`config.mk`:
```
export PLATFORM = sky130hd
export DESIGN_NAME = regfile_mp_sb
export DESIGN_NICKNAME = d
export VERILOG_FILES = /design/src/rtl/regfile_mp_sb.sv
export SDC_FILE = /design/constraint.sdc
export NUM_CORES = 2
export LEC_CHECK = 0
export BUFFER_PORTS_ARGS = -buffer_cell sky130_fd_sc_hd__buf_4
export CAP_MARGIN = 25
export CORE_MARGIN = 1
export CORE_UTILIZATION = 45
export DETAILED_ROUTE_END_ITERATION = 12
export MAX_ROUTING_LAYER = met4
export PLACE_DENSITY = 0.7
export SYNTH_ARGS = -nofsm -noshare
export SYNTH_HDL_FRONTEND = slang
export SYNTH_SLANG_ARGS = --single-unit
```
`constraint.sdc`:
```
create_clock -name clk_i -period 3.21 [get_ports clk_i]
set_input_delay 0.4815 -clock clk_i [delete_from_list [all_inputs] [get_ports clk_i]]
set_output_delay 0.4815 -clock clk_i [all_outputs]
set_load 0.01 [all_outputs]
```
`src/rtl/regfile_mp_sb.sv`:
```
// rtl/regfile_mp_sb.sv - multi-read-port register file with write bypass and busy scoreboard
// Decode-stage operand storage: combinational reads, writeback port, issue-driven pending bits.
module regfile_mp_sb #(
  parameter int WIDTH    = 64,
  parameter int DEPTH    = 32,
  parameter int NRD      = 2,
  parameter int BYPASS   = 1,
  parameter int ZERO_REG = 1,
  localparam int AW      = $clog2(DEPTH)
) (
  input  logic                 clk_i,
  input  logic                 rst_ni,
  input  logic [NRD*AW-1:0]    rd_addr_i,
  output logic [NRD*WIDTH-1:0] rd_data_o,
  output logic [NRD-1:0]       rd_busy_o,
  input  logic                 wr_en_i,
  input  logic [AW-1:0]        wr_addr_i,
  input  logic [WIDTH-1:0]     wr_data_i,
  input  logic                 iss_en_i,
  input  logic [AW-1:0]        iss_addr_i,
  output logic [AW:0]          busy_cnt_o
);

  localparam logic [AW-1:0] ZADDR = AW'(DEPTH - 1);

  logic [WIDTH-1:0] mem_q [DEPTH];
  logic [DEPTH-1:0] busy_q, busy_d;
  logic [AW:0]      cnt_q, cnt_d;
  logic             wr_ok, iss_ok, cnt_inc, cnt_dec;

  // The zero register swallows both writebacks and issues.
  assign wr_ok  = wr_en_i  && !((ZERO_REG != 0) && (wr_addr_i  == ZADDR));
  assign iss_ok = iss_en_i && !((ZERO_REG != 0) && (iss_addr_i == ZADDR));

  always_ff @(posedge clk_i or negedge rst_ni) begin
    if (!rst_ni) begin
      for (int r = 0; r < DEPTH; r++) mem_q[r] <= '0;
    end else if (wr_ok) begin
      mem_q[wr_addr_i] <= wr_data_i;
    end
  end

  always_comb begin
    busy_d = busy_q;
    if (wr_ok)  busy_d[wr_addr_i]  = 1'b0;
    if (iss_ok) busy_d[iss_addr_i] = 1'b1;
  end

  // Only one issue and one writeback per cycle, so the count moves by at most one each way.
  assign cnt_inc = iss_ok && !busy_q[iss_addr_i];
  assign cnt_dec = wr_ok && busy_q[wr_addr_i] && !(iss_ok && (iss_addr_i == wr_addr_i));

  always_comb begin
    cnt_d = cnt_q + {{AW{1'b0}}, cnt_inc} - {{AW{1'b0}}, cnt_dec};
  end

  always_ff @(posedge clk_i or negedge rst_ni) begin
    if (!rst_ni) begin
      busy_q <= '0;
      cnt_q  <= '0;
    end else begin
      busy_q <= busy_d;
      cnt_q  <= cnt_d;
    end
  end

  assign busy_cnt_o = cnt_q;

  for (genvar p = 0; p < NRD; p++) begin : g_rd
    logic [AW-1:0]    addr;
    logic             is_zero, fwd;
    logic [WIDTH-1:0] data;
    logic             busy;

    assign addr    = rd_addr_i[p*AW +: AW];
    assign is_zero = (ZERO_REG != 0) && (addr == ZADDR);
    assign fwd     = (BYPASS != 0) && wr_en_i && (wr_addr_i == addr);

    // A same-cycle issue to the forwarded register names a new producer, so busy stays set.
    always_comb begin
      data = mem_q[addr];
      busy = busy_q[addr];
      if (fwd) begin
        data = wr_data_i;
        busy = iss_en_i && (iss_addr_i == addr);
      end
      if (is_zero) begin
        data = '0;
        busy = 1'b0;
      end
    end

    assign rd_data_o[p*WIDTH +: WIDTH] = data;
    assign rd_busy_o[p]                = busy;
  end

endmodule

```
==> flow_metrics.py <==
metrics = {
    "cells_and_area": {
        "fin_cells": 11200,
        "final_common_cell": "dfrtp_1",
        "syn2layout_area_growth_pct": 15.5,
        "final_layout_size_suffix_gt1_share_pct": 53.2,
        "fillers": 20100,
        "nets": 7797,
        "final_cell_mix": "dfrtp_1, mux2_2, mux4_2, mux2i_1, buf_4",
    },
    "pwr": {
        "power_density_mw_per_mm2": 605,
        "peakVddDrop_v": 0.000591,
        "p_leak_nw": 56.5,
    },
    "worst_setup_path": {
        "start_kind": "flip-flop",
        "path_depth": 7,
        "end_kind": "output pin",
        "crit_chain": "buf_6 -> mux4_2 -> a211o_1 -> o211ai_1 -> nand2_1 -> buf_12 -> buf_6",
        "cp-startpoint": "busy_q[8]",
        "required_ns": 2.73,
        "cpMostUsedCell": "buf_6",
        "r2r-start": "busy_q[11]",
        "rr_worst_depth": 13,
        "crit_buf_inv": 3,
        "critical_path_class": "flip-flop to output pin",
        "cpMaxStageDelayCell": "mux4_2",
        "critPathMaxFanout": 4,
        "slowest_delay_ns": 0.48,
        "critPathTopFamily": "compound AO/OA/AOI/OAI gates",
        "crit_arrival_ns": 2.79,
    },
    "routing": {
        "wirelength_mm": 369,
        "drc": 0,
        "viasPerCell": 6.66,
        "final_antenna_net_count": 0,
        "dr.pass1.iters": 5,
        "vias": 74600,
        "drtIter0Drc": 7632,
        "wl_per_cell_um": 32.9,
    },
    "logic_synthesis": {
        "synth_edf_count": 0,
        "syn_inst": 7558,
        "synth_area_per_cell_um2": 14.8,
        "syn_nets": 7653,
        "ys.warnings.count": 0,
        "synth_cell_types": 56,
        "yosysSeqAreaShare_pct": 46.6,
        "synthFlopType": "dfrtp_1",
        "synth.cell_area_mm2": 0.112,
        "ys_ff_latch": 2086,
        "async_reset_ff_share_pct": 100,
    },
    "place": {
        "port_buffers": 223,
        "routabilityCongestion": 0.908,
        "dp.cells": 10800,
        "dp_hpwl_mm": 226,
    },
    "timing": {
        "finalHoldViolCount": 0,
        "finalSetupViolCount": 7,
        "period_needed_ns": 3.27,
        "timing.hold.ws_ns": 0.0918,
        "final.period_utilization_pct": 102,
        "drv_slew": 0,
        "tightest_slew_ns": 0.888,
        "relSlewSlack_pct": 40.8,
        "skew_ns": 0.0145,
        "rsz0062_at_grt": "yes",
        "fin_ws_ns": -0.0612,
        "fmax_mhz": 306,
    },
    "worst_hold_path": {
        "holdPathStages": 2,
        "hp-start": "wr_data_i[39]",
        "hold_class": "primary input to flip-flop",
    },
    "floorplan": {
        "die_h_um": 501,
        "die_area_mm2": 0.251,
        "io_pins": 224,
        "die_x_um": 501,
        "core_area_mm2": 0.247,
        "initial_core_util_pct": 45.4,
        "num_rows": 182,
    },
    "clock_network": {
        "cts.sinks": 2086,
        "clkTransAtPathRegs_ns": 0.06,
        "cts_htree_levels": 4,
        "tritoncts": "done",
        "numCtsBuffers": 220,
        "clkLatencyLatePin_ns": 0.89,
        "cts_root_buf": "clkbuf_16",
        "ctsLongestPathBuffers": 3,
    },
    "grt": {
        "first_global_vias": 77900,
        "antenna_found_initial": 24,
        "grt_max_degree": 165,
        "grtUsageTotal_pct": 30.1,
        "grt_pass1_wl_mm": 541,
        "grt-ovfl-total": 0,
    },
    "outcome": {
        "status": "finished with violations",
        "failed_checks": "negative setup slack",
    },
    "job": {
        "maxCapViolations": 0,
    },
}
## kinds of logic after synthesis
logic type / after synthesis / share of synthesized area (%)
DFF: 2086 / 46.6
adders and majority gates: 7 / 0.0848
buffers and inverters: 911 / 3.97
AOI/OAI and AO/OA: 873 / 5.27
muxes: 3478 / 43.1
and+or+nand+nor: 173 / 0.827
xor gates and xnor gates: 30 / 0.234
## flip-flops by register name (all words and copies together) (netlist names)
signal and count:
busy_cnt_o 6, busy_q 32, mem_q 2048
## synthesized netlist by cell type, drive strengths merged (6+ instances only)
cell	n	area (um2)
nor2	45	226
nor2b	10	62.6
o21ai	235	1180
mux2	1985	22400
nand3b	10	75.1
a22o	47	412
buf	464	2770
clkbuf	439	1650
a21oi	96	480
ha	6	75.1
xnor2	12	105
or3	15	93.8
nand2	45	169
o221ai	93	815
mux4	878	19800
o22ai	163	1020
a32o	83	831
inv	8	30.0
nand3	13	65.1
mux2i	615	6160
xor2	18	158
a211oi	131	983
dfrtp	2086	52200
## metrics by stage
stage	util, %	setup TNS [ns]	area [um2]	power, W	setup slack [ns]
finish	52.5	-0.116	129000	0.0784	-0.0612
global route	52.5	-0.559	129000	0.0814	-0.152
CTS	52.2	-0.262	129000	0.0784	-0.0942
detailed placement	49.1	-0.309	121000	0.0522	-0.180
global placement	49.1	-0.576	121000	0.0512	-0.275
floorplan	-	0	112000	0.0463	0.0501
## cell type report
cell class	instances	area (um2)	area share, %
diodes	22	55.1	0.0425
inverters	8	30.0	0.0232
clock inverters	70	941	0.727
well taps	3312	4140	3.20
clock buffers	320	6380	4.93
repair buffers	825	9410	7.26
flip-flops and latches	2086	52200	40.3
multi-input cells	4561	56300	43.5
## metal layers
layer	routed length (um)	share of wire, %	GRT usage [%]	vias to the layer above
met5	0	0	-	-
met4	19800	5.4	13.9	0
met3	32300	8.7	5.97	1040
met2	174000	47	46.3	3831
met1	143000	39	38.5	40100
li1	-	-	-	29700
## power by group
part / switching [W] / internal, W / total [W]
Clock: 0.0111 / 0.0150 / 0.0261
Combinational: 0.00683 / 0.0102 / 0.0170
Sequential: 0.00387 / 0.0314 / 0.0352
Total: 0.0218 / 0.0565 / 0.0784
## path summary, 6_finish.rpt
path / end / slack [ns]
max in group asynchronous: mem_q[1566] / 1.73
setup / recovery: rd_busy_o[0] / -0.06
setup reg to reg: busy_cnt_o[4] / 0.13
min in group asynchronous: mem_q[951] / 0.16
hold / removal: mem_q[1255] / 0.09
hold reg to reg: mem_q[59] / 0.40
## what timing repair did
action | CTS | global route
hold buffers | 6 | 0
setup endpoints to repair | 59 | 80
resized for setup | 109 | 92
pin swaps | 41 | 43
cloned | 0 | 5
endpoints found under the hold margin | 465 | 0
setup buffers | 12 | 16
(Power assumes the default switching activity.)
